--- config.mk ---
export PLATFORM = sky130hd
export DESIGN_NAME = mips_mem_arbiter
export DESIGN_NICKNAME = d
export VERILOG_FILES = /design/src/rtl/mips_mem_pkg.sv /design/src/rtl/mips_mem_arb_prio.sv /design/src/rtl/mips_mem_arbiter.sv
export SDC_FILE = /design/constraint.sdc
export NUM_CORES = 1
export LEC_CHECK = 0
export ABC_AREA = 1
export BUFFER_PORTS_ARGS = -buffer_cell sky130_fd_sc_hd__buf_2
export CORE_AREA = 4 4 102 104
export DETAILED_ROUTE_END_ITERATION = 8
export DIE_AREA = 0 0 106 108
export GPL_TIMING_DRIVEN = 0
export SLEW_MARGIN = 20
export SYNTH_ARGS = -nofsm -noshare
export SYNTH_HDL_FRONTEND = slang
export SYNTH_SLANG_ARGS = --single-unit
--- constraint.sdc ---
create_clock -name clk_i -period 0.9 [get_ports clk_i]
set_input_delay 0.135 -clock clk_i [delete_from_list [all_inputs] [get_ports clk_i]]
set_output_delay 0.135 -clock clk_i [all_outputs]
set_load 0.01 [all_outputs]
--- src/rtl/mips_mem_pkg.sv ---
// Shared types and defaults for the unified instruction/data memory arbiter.
package mips_mem_pkg;

    localparam int DEF_AW          = 32;
    localparam int DEF_DW          = 32;
    localparam int DEF_MAX_DSTREAK = 4;

    typedef logic [DEF_AW-1:0] addr_t;
    typedef logic [DEF_DW-1:0] word_t;

    // Who receives the response one cycle after a grant.
    typedef enum logic [1:0] {
        OWN_NONE = 2'd0,
        OWN_IF   = 2'd1,
        OWN_D    = 2'd2
    } owner_e;

    // Registered response tag captured at grant time.
    typedef struct packed {
        owner_e owner;
        logic   err;   // misaligned D access, no memory effect
        logic   we;    // D write, response is a bare ack
    } resp_t;

    // Bits needed to count 0..max_streak; never less than one bit.
    function automatic int streak_width(input int max_streak);
        int w;
        w = $clog2(max_streak + 1);
        return (w < 1) ? 1 : w;
    endfunction

endpackage

--- src/rtl/mips_mem_arb_prio.sv ---
// Priority picker: data wins conflicts until it has won MAX_DSTREAK in a row,
// then fetch gets one turn. Purely combinational.
module mips_mem_arb_prio
    import mips_mem_pkg::*;
#(
    parameter int MAX_DSTREAK = DEF_MAX_DSTREAK,
    parameter int SW          = streak_width(MAX_DSTREAK)
) (
    input  logic          if_req,
    input  logic          d_req,
    input  logic [SW-1:0] streak,
    output logic          if_gnt,
    output logic          d_gnt,
    output logic [SW-1:0] streak_next
);

    // Grant selection and streak update; only a D-over-IF win keeps counting.
    always_comb begin
        if_gnt      = 1'b0;
        d_gnt       = 1'b0;
        streak_next = '0;
        if (if_req && d_req) begin
            if (streak >= SW'(MAX_DSTREAK)) begin
                if_gnt = 1'b1;
            end else begin
                d_gnt       = 1'b1;
                streak_next = streak + SW'(1);
            end
        end else if (d_req) begin
            d_gnt = 1'b1;
        end else if (if_req) begin
            if_gnt = 1'b1;
        end
    end

endmodule

--- src/rtl/mips_mem_arbiter.sv ---
// Arbiter between instruction fetch and load/store for one single-ported
// memory. One grant per cycle; the response is routed back to its owner
// exactly one cycle later using a registered owner tag.
module mips_mem_arbiter
    import mips_mem_pkg::*;
#(
    parameter int AW          = DEF_AW,
    parameter int DW          = DEF_DW,
    parameter int MAX_DSTREAK = DEF_MAX_DSTREAK
) (
    input  logic          clk_i,
    input  logic          nrst_i,
    input  logic          if_req_i,
    input  logic [AW-1:0] if_addr_i,
    output logic          if_gnt_o,
    output logic          if_rvalid_o,
    output logic [DW-1:0] if_rdata_o,
    input  logic          d_req_i,
    input  logic          d_we_i,
    input  logic [AW-1:0] d_addr_i,
    input  logic [DW-1:0] d_wdata_i,
    output logic          d_gnt_o,
    output logic          d_rvalid_o,
    output logic [DW-1:0] d_rdata_o,
    output logic          d_err_o,
    output logic          mem_req_o,
    output logic          mem_we_o,
    output logic [AW-1:0] mem_addr_o,
    output logic [DW-1:0] mem_wdata_o,
    input  logic [DW-1:0] mem_rdata_i
);

    localparam int SW = streak_width(MAX_DSTREAK);

    logic [SW-1:0] streak_reg;
    logic [SW-1:0] streak_next;
    logic          pick_if;
    logic          pick_d;
    logic          d_aligned;
    resp_t         resp_reg;
    resp_t         resp_next;

    mips_mem_arb_prio #(
        .MAX_DSTREAK (MAX_DSTREAK),
        .SW          (SW)
    ) u_prio (
        .if_req      (if_req_i),
        .d_req       (d_req_i),
        .streak      (streak_reg),
        .if_gnt      (pick_if),
        .d_gnt       (pick_d),
        .streak_next (streak_next)
    );

    // Grants are masked while reset is held so every output reads 0 at once.
    assign if_gnt_o  = pick_if & nrst_i;
    assign d_gnt_o   = pick_d & nrst_i;
    assign d_aligned = (d_addr_i[1:0] == 2'b00);

    // Memory port mux: the granted requester drives address, enable and data.
    always_comb begin
        mem_req_o   = if_gnt_o | (d_gnt_o & d_aligned);
        mem_we_o    = d_gnt_o & d_we_i;
        mem_addr_o  = '0;
        mem_wdata_o = '0;
        if (if_gnt_o) begin
            mem_addr_o = if_addr_i;
        end else if (d_gnt_o) begin
            mem_addr_o = d_addr_i;
            if (d_we_i) begin
                mem_wdata_o = d_wdata_i;
            end
        end
    end

    // Response tag for the grant issued this cycle.
    always_comb begin
        resp_next = '{owner: OWN_NONE, err: 1'b0, we: 1'b0};
        if (if_gnt_o) begin
            resp_next.owner = OWN_IF;
        end else if (d_gnt_o) begin
            resp_next.owner = OWN_D;
            resp_next.err   = ~d_aligned;
            resp_next.we    = d_we_i;
        end
    end

    // Streak counter and response tag; reset drops any in-flight response.
    always_ff @(posedge clk_i or negedge nrst_i) begin
        if (!nrst_i) begin
            streak_reg <= '0;
            resp_reg   <= '{owner: OWN_NONE, err: 1'b0, we: 1'b0};
        end else begin
            streak_reg <= streak_next;
            resp_reg   <= resp_next;
        end
    end

    // Response routing; the non-owner sees zero data.
    always_comb begin
        if_rvalid_o = (resp_reg.owner == OWN_IF);
        d_rvalid_o  = (resp_reg.owner == OWN_D);
        d_err_o     = d_rvalid_o & resp_reg.err;
        if_rdata_o  = if_rvalid_o ? mem_rdata_i : '0;
        d_rdata_o   = (d_rvalid_o && !resp_reg.err && !resp_reg.we) ? mem_rdata_i : '0;
    end

endmodule

# ---- Word-level counts from Yosys, hierarchy flattened
# Cells that the tools add are included.
dict set report word_totals {
  regBits 7
  inputBits 133
  output_inout_bits 135
  wordCells 40
}
dict set report op_classes {
  add_sub_neg 1
  n_lt_le_gt_ge 1
  n_eq_ne 2
  muxes 19
  bitwise 7
  reduce_logical 6
}
# cell count
set op_table {}
lappend op_table {{$mux 32} 7}
lappend op_table {{$mux 1} 7}
lappend op_table {{$mux 3} 2}
lappend op_table {{$and 1x1->1} 5}
lappend op_table {{$mux 2} 2}
lappend op_table {{$mux 4} 1}
lappend op_table {{$add 3x1->3 const B} 1}
lappend op_table {{$ge 3x3->1 const B} 1}
lappend op_table {{$logic_and 1x1->1} 3}
lappend op_table {{$eq 2x1->1 const B} 1}
lappend op_table {{$eq 2x2->1 const B} 1}
lappend op_table {{$logic_not 1->1} 2}
lappend op_table {{$logic_not 2->1} 1}
lappend op_table {{$not 1->1} 1}
lappend op_table {{$or 1x1->1} 1}

# ---- Logic depth before layout (Yosys ltp)
# Gate-level depths: netlist of run 1.
dict set report logic_depth {
  word_depth 6
  depth_mapped 5
}

# ---- Hierarchy
# Synthesis of run 1 repeated with hierarchy kept, for this count alone.
dict set report unflattened {
  cells_unflattened 397
  hier_area_um2 1829.3
}
# mod n_inst cells_each area_each_um2 seq_area_each_um2
set modules_own_cells {}
lappend modules_own_cells {mips_mem_arbiter 1 380 1742.9 175.2}
lappend modules_own_cells {mips_mem_arb_prio 1 17 86.3 0.0}

# ---- Least setup slack after synthesis of run 1
# No wires, ideal clock.
dict set report synth_path {
  path_type {register to output}
  startpoint {register resp_reg[2] in the netlist's numbering}
  endpoint {output d_rdata_o[10]}
  arrival_ns 1.013
  path_slack_ns -0.248
  path_stages_with_launch 5
  path_cell_list {dfrtp_1 nor2_2 nand2_1 buf_2 nor2_1}
}
dict set report synth_via {
  elab_chain_len 4
}
# item line_no
set synth_lines {}
lappend synth_lines {{from (decl)} mips_mem_arbiter.sv:40} ;# resp_t resp_reg;
lappend synth_lines {{from (signal assigned)} mips_mem_arbiter.sv:92} ;# resp_reg <= '{owner: OWN_NONE, err: 1'b0, we: 1'b0};
lappend synth_lines {{from (signal assigned)} mips_mem_arbiter.sv:95} ;# resp_reg <= resp_next;
lappend synth_lines {{$eq 2x2->1} mips_mem_arbiter.sv:102} ;# d_rvalid_o = (resp_reg.owner == OWN_D);
lappend synth_lines {{named net d_rvalid_o} mips_mem_arbiter.sv:23} ;# output logic d_rvalid_o,
lappend synth_lines {{$logic_and 1x1->1 (2 in series)} mips_mem_arbiter.sv:105} ;# d_rdata_o = (d_rvalid_o && !resp_reg.err && !resp_reg.we) ? mem_rdata_i : '0;
lappend synth_lines {{$mux 32} mips_mem_arbiter.sv:105}
lappend synth_lines {{to (decl)} mips_mem_arbiter.sv:24} ;# output logic [DW-1:0] d_rdata_o,
# The timed path passes the listed nets, and every way through them passes these cells.

# ---- Worst setup path in the final report of run 1
dict set report layout_path {
  startpoint {register resp_reg[2] in the netlist's numbering}
  endpoint {output d_rdata_o[10]}
}
dict set report layout_via {
  elab_chain_len 4
}
# item line_no
set layout_lines {}
lappend layout_lines {{$eq 2x2->1} mips_mem_arbiter.sv:102}
lappend layout_lines {{$logic_and 1x1->1 (2 in series)} mips_mem_arbiter.sv:105}
lappend layout_lines {{$mux 32} mips_mem_arbiter.sv:105}
# Every way passes these cells.

==> out/metrics.yaml, run 1 <==
placed_design:
  half_perimeter_wire_length_after_detailed_placement_mm: 7.15
  detailed_place.area_mm2: 0.00347
  routabilityCongestion: 0.779
  port_buffers: 266
worst_setup_path:
  worst_setup_path_end_kind: "output pin"
  critPathMaxStageDelay_ns: 0.44
  critical_path.most_common_cell: "nor2_4"
  critical_path.slowest_cell: "dfrtp_2"
  critPathLaunchType: "flip-flop"
  rr_startpoint: "streak_reg[2]"
  crit_path_max_fanout: 8
  critical_path.n_buffers_inverters: 2
  setup.worst_path.start: "resp_reg[2]"
  path_cells: "nor2_4 -> nand2_8 -> clkbuf_16 -> nor2_4 -> buf_6"
  worstSetupPathType: "reg2out"
  critical_path.top_delay_family: "flip-flops"
  critical_path_arrival_ns: 1.32
  critical_path_required_ns: 0.76
synth:
  synth_sequential_area_ratio_pct: 11.3
  synth.yosys.warnings: 0
  synthCells: 324
  synth.avg_cell_area_um2: 4.79
  syn_area_mm2: 0.00155
  number_of_flip_flops_and_latches_in_the_synthesized_netlist: 7
  syn_nets: 459
  ys_types: 13
sta:
  worst_slew_pin_slew_ns: 0.346
  post-route-min-period_ns: 1.46
  maxSlewViolCount: 0
  rsz_0062_raised_after_global_routing: "true"
  worst_slew_margin_rel_pct: 76.8
  max_freq_mhz: 687
  finalWorstSetupSlack_ns: -0.555
  fin_crit_sh_pct: 162
  fin_setup_tns_ns: -64.97
  hold_viol_final: 0
  hold_ws_ns: 0.180
  timing.clock.skew_ns: 0.00233
  finish_stage_setup_viols: 142
finish:
  ratio_of_cells_with_drive_above_1_in_the_final_layout_pct: 71.5
  finalCoreUtilization_pct: 45.9
  stdcell_area_mm2: 0.00438
  insertedDiodeCount: 0
  largest_register_ffs: 4
  final.fill_count: 961
  final_nets: 746
  synthToLayoutAreaGrowth_pct: 182
clock_tree:
  cts_tree: "built"
  clock_sinks: 7
  cts_htree_levels: 1
  cts_root_buffer: "clkbuf_8"
  clock_network_latency_to_the_later_pin_of_the_worst_skew_pair_ns: 0.23
  ctsLongestPathBuffers: 2
  clk_pin_slew_worst_paths_ns: 0.04
  cts_buffers: 3
floorplan:
  floorplan.initialDensity_pct: 16.2
  core.rowCount: 36
  die_height_um: 108
  fp.dieArea_mm2: 0.0114
  design.portCount: 268
  die_w_um: 106
  core_area_mm2: 0.00955
grt:
  gr-total-overflow: 0
  initial_antenna_violation_count: 0
  grt_start_max_net_pins: 11
  number_of_global_route_vias_before_repair: 3038
  grt_usage_pct: 14.6
  grt_pass1_wl_mm: 14.1
job:
  maxCapViolations: 0
route:
  dr_total_vias: 3089
  drcViolationCount: 0
  drt-vias-per-instance: 4.16
  post_drt_wl_per_cell_um: 12.6
  finalWirelength_mm: 9.37
  route.antenna.remaining_nets: 0
  detailedRoute.firstIterationViolations: 183
  drtPass1Iterations: 4
power_and_ir_drop:
  worst_ir_drop_vdd_mv: 0.419
  p_leak_nw: 2.51
  power_density_mw_per_mm2: 549
  totalPowerFinal_mw: 2.40
outcome:
  run_status: "finished, violations left"
  failed_checks: "negative setup slack"
min_path:
  min-delay-start: "d_addr_i[1]"
  hp-class: "in2reg"
[worst min-delay path, cell delays in order]
cell and delay [ns]:
buf_2 0.09, nor2_1 0.05, nor2_1 0.09
[cells in the mapped netlist]
library cell | n | area [µm²]
nor3b_1 | 1 | 7.51
nand3_1 | 65 | 325
inv_2 | 2 | 7.51
nand2_4 | 1 | 11.3
inv_1 | 41 | 154
nor2_1 | 104 | 390
dfrtp_1 | 7 | 175
ha_1 | 2 | 25.0
nand2_2 | 2 | 12.5
nor2_2 | 1 | 6.26
nand2_1 | 73 | 274
buf_6 | 6 | 67.6
buf_2 | 19 | 95.1
[power by group]
group	leakage [nW]	internal [mW]	total, mW	switching, mW
clock	0.0228	0.307	0.448	0.141
combinational	2.40	0.765	1.62	0.851
sequential	0.0923	0.329	0.339	0.00992
[per-layer routing]
layer	GRT usage (%)	vias up	part of all wire, %
li1	-	1548	-
met4	2.96	0	1.4
met2	28.7	156	54
met1	16.1	1373	36
met5	0	-	0
met3	3.34	12	8.6
[cell families after synthesis]
logic type,Yosys count,share of synthesized area [%]
adder cells (fa/ha/maj),2,1.61
buffers and inverters,68,20.9
flip-flops,7,11.3
AND/OR/NAND/NOR,247,66.2
[metrics by stage]
step / setup WS (ns) / std cells
2_1_floorplan: -0.143 / 324
3_3_place_gp: -0.345 / 723
6_report: -0.555 / 743
3_5_place_dp: -0.383 / 723
4_1_cts: -0.530 / 738
5_1_grt: -0.603 / 743
[cells in the final DEF (no fill, tap or decap), drive strengths merged]
cell and instances:
dlygate4sd3 1, clkbuf 9, nand2 77, ha 2, nor2 105, inv 43
nor3b 1, buf 300, nand3 65, dfrtp 7
[cell type report]
| class | instances | area [µm²] | area share [%] |
|---|---|---|---|
| flip-flops and latches | 7 | 176 | 4.03 |
| clock buffers | 4 | 45.0 | 1.03 |
| multi-input cells | 250 | 1710 | 39.0 |
| repair buffers | 281 | 1820 | 41.5 |
| well taps | 133 | 166 | 3.80 |
| inverters | 43 | 161 | 3.68 |
| plain buffers | 25 | 303 | 6.91 |
[worst paths after layout]
check | cells after the start | slack, ns | end
hold reg to reg | 3 | 0.54 | streak_reg[0]
setup / recovery | 5 | -0.56 | d_rdata_o[10]
max in group asynchronous | 2 | 0.24 | resp_reg[2]
hold / removal | 3 | 0.18 | resp_reg[1]
min in group asynchronous | 2 | 0.39 | streak_reg[2]
setup reg to reg | 5 | -0.22 | resp_reg[0]
[what timing repair did]
item                       4_1_cts  5_1_grt
pin swaps                       10        7
cloned                           4        3
hold endpoints to repair         7        7
setup buffers                    7        2
resized for setup              112       34
setup endpoints to repair      140      142
No activity file was read; power rests on OpenSTA's default activity.
==> inputs of run 2 (changes only) <==
--- a/config.mk
+++ b/config.mk
@@ -14,4 +14,5 @@
 export SLEW_MARGIN = 20
 export SYNTH_ARGS = -nofsm -noshare
 export SYNTH_HDL_FRONTEND = slang
+export SYNTH_HIERARCHICAL = 1
 export SYNTH_SLANG_ARGS = --single-unit
==> out/metrics.yaml, run 2 <==
route:
  route.antenna.remaining_nets: 0
  finalWirelength_mm: 11.2
  dr_total_vias: 3513
  drtPass1Iterations: 4
  post_drt_wl_per_cell_um: 13.5
  drcViolationCount: 0
  detailedRoute.firstIterationViolations: 75
  drt-vias-per-instance: 4.22
sta:
  post-route-min-period_ns: 1.64
  timing.clock.skew_ns: 0.00115
  rsz_0062_raised_after_global_routing: "true"
  fin_crit_sh_pct: 182
  worst_slew_pin_slew_ns: 0.389
  maxSlewViolCount: 0
  fin_setup_tns_ns: -84.73
  finalWorstSetupSlack_ns: -0.737
  hold_viol_final: 0
  finish_stage_setup_viols: 139
  worst_slew_margin_rel_pct: 74.1
  max_freq_mhz: 611
min_path:
  whs_endpoint: "streak_reg[1]"
  min_path_cells: 3
  hp-class: "in2reg"
  min-delay-start: "d_req_i"
finish:
  finalCoreUtilization_pct: 59.0
  synthToLayoutAreaGrowth_pct: 208
  final_nets: 835
  ratio_of_cells_with_drive_above_1_in_the_final_layout_pct: 70.7
  insertedDiodeCount: 0
  layout_common_cells: "179 x buf_2, 105 x buf_6, 89 x nand2_1"
  most_frequent_standard_cell_in_the_layout_excluding_fill_and_tap_cells: "buf_2"
  final.fill_count: 845
  largest_register_ffs: 4
grt:
  number_of_global_route_vias_before_repair: 3608
  gr-total-overflow: 0
  initial_antenna_violation_count: 0
  grt_start_max_net_pins: 12
  grt_pass1_wl_mm: 16.7
  grt_usage_pct: 17.6
floorplan:
  core.rowCount: 36
  die_height_um: 108
  die_w_um: 106
  core_area_mm2: 0.00955
  fp.dieArea_mm2: 0.0114
  floorplan.initialDensity_pct: 19.2
  design.portCount: 268
worst_setup_path:
  rr_startpoint: "streak_reg[2]"
  worst-r2r-cell-count: 7
  critPathLaunchType: "flip-flop"
  reg2reg_slack_ns: -0.34
  worst_setup_path_end_kind: "output pin"
  critical_path_arrival_ns: 1.50
  worstSetupPathType: "reg2out"
  critical_path_required_ns: 0.76
  rr_endpoint: "resp_reg[2]"
  crit_path_max_fanout: 8
power_and_ir_drop:
  switchingPower_mw: 1.19
  worst_ir_drop_vdd_mv: 0.276
  intPower_mw: 1.70
  comb_power_share_pct: 73.2
  seqPwrFrac_pct: 11.8
  p_clk_share_pct: 15.0
  power_density_mw_per_mm2: 512
  sw_share_pct: 41.2
  p_leak_nw: 3.22
outcome:
  failed_checks: "negative setup slack"
  run_status: "finished, violations left"
clock_tree:
  clk_pin_slew_worst_paths_ns: 0.04
  cts_tree: "built"
  cts_buffers: 3
  clock_network_latency_to_the_later_pin_of_the_worst_skew_pair_ns: 0.22
  cts_htree_levels: 1
  ctsLongestPathBuffers: 2
  cts_root_buffer: "clkbuf_8"
  clock_sinks: 7
synth:
  post-synth-top-count-cell: "nand2_1"
  netlist.area_leader.share_pct: 28.1
  number_of_flip_flops_and_latches_in_the_synthesized_netlist: 7
  synthCells: 397
  ys_top_cells_by_count: "137 x nand2_1, 104 x nor2_1, 74 x inv_1"
  synth_sequential_area_ratio_pct: 9.58
  syn_area_mm2: 0.00183
  synth_top_cells_by_area: "nand2_1 28%, nor2_1 21%, inv_1 15%"
  postSynth.asyncResetShare_pct: 100
  synth_edf_count: 0
  synth.yosys.warnings: 6
  synth.avg_cell_area_um2: 4.61
  ys_types: 17
  synth_flop_cell: "dfrtp_1"
  syn_nets: 532
  synth_top_area_cell: "nand2_1"
placed_design:
  routabilityCongestion: 0.791
  half_perimeter_wire_length_after_detailed_placement_mm: 8.30
  port_buffers: 266
job:
  maxCapViolations: 0
## run 2: changes by cell type in the layout (fill, tap and decap cells not counted), moves of 13 or more
cell,before,now
nor2_1,17,4
buf_12,6,19
buf_6,60,105
nand3_2,26,1
nand4_1,0,32
buf_2,226,179
nor2_4,49,75
nor2_2,39,25
nand3_1,39,0
nand2_2,1,31
nand2_1,69,89
inv_1,38,70
## run 2: final cells by class
| class | count | area (µm²) | area share (%) |
|---|---|---|---|
| clock buffers | 4 | 45.0 | 0.799 |
| plain buffers | 28 | 352 | 6.24 |
| inverters | 76 | 308 | 5.46 |
| multi-input cells | 283 | 2080 | 37.0 |
| flip-flops and latches | 7 | 176 | 3.13 |
| well taps | 133 | 166 | 2.95 |
| repair buffers | 301 | 2510 | 44.5 |
## run 2: through the flow
step                area [µm²]  std cells  setup slack [ns]  total power, mW  hold WS, ns
finish                    5640        832            -0.737             2.89        0.189
global route              5640        832            -0.848             3.09        0.186
CTS                       5300        830            -0.743             2.77        0.173
detailed placement        4110        796            -0.592             1.85      -0.0183
global placement          4110        796            -0.555             1.83      -0.0176
floorplan                 2610        397            -0.329             1.23       -0.161
## run 2: power groups by stage
stage	Combinational, mW	Clock, mW	Sequential (mW)
5_1_grt	2.28	0.474	0.341
3_5_place_dp	1.51	0	0.341
6_report	2.11	0.433	0.339
4_1_cts	1.98	0.448	0.339
3_3_place_gp	1.49	0	0.340
2_1_floorplan	0.895	0	0.339
## run 2: logic make-up (layout without fill, tap and decap cells)
group,Yosys count,in the layout,synth area share (%)
flip-flops,7,7,9.58
AO/OA/AOI/OAI,2,2,0.547
buffers and inverters,107,409,26.1
adder cells (fa/ha/maj),2,2,1.37
AND/OR/NAND/NOR,279,279,62.4
## run 2: worst max path at each step
stage,from,to,cells past startpoint
after floorplan,streak_reg[2],mem_wdata_o[22],7
after global placement,streak_reg[2],mem_wdata_o[15],8
after detailed placement,streak_reg[2],mem_wdata_o[25],8
after CTS,streak_reg[2],mem_req_o,6
after global routing,streak_reg[2],mem_addr_o[15],7
final,streak_reg[2],mem_wdata_o[6],8
## run 2: critical path, cell delays in order (launching register included)
cell and delay [ns]:
dfrtp_1 0.41, a21oi_2 0.15, buf_6 0.14, nand2_8 0.06, inv_12 0.10, buf_16 0.13
nand2_4 0.05, nor2_4 0.11, buf_6 0.11
## run 2: timing repair
action                     in CTS  in global routing
hold buffers                    1                  0
setup endpoints to repair     140                140
pin swaps                      19                 33
hold endpoints to repair        7                  0
cloned                          9                  4
setup buffers                  20                  6
gates resized for setup       128                 92
## run 2: metal layers
layer / vias to the layer above / global-route usage, % / part of all wire, %
li1: 1770 / - / -
met1: 1561 / 17.3 / 34
met2: 171 / 36.7 / 56
met3: 11 / 4.30 / 9.1
met4: 0 / 3.52 / 1.1
met5: - / 0 / 0
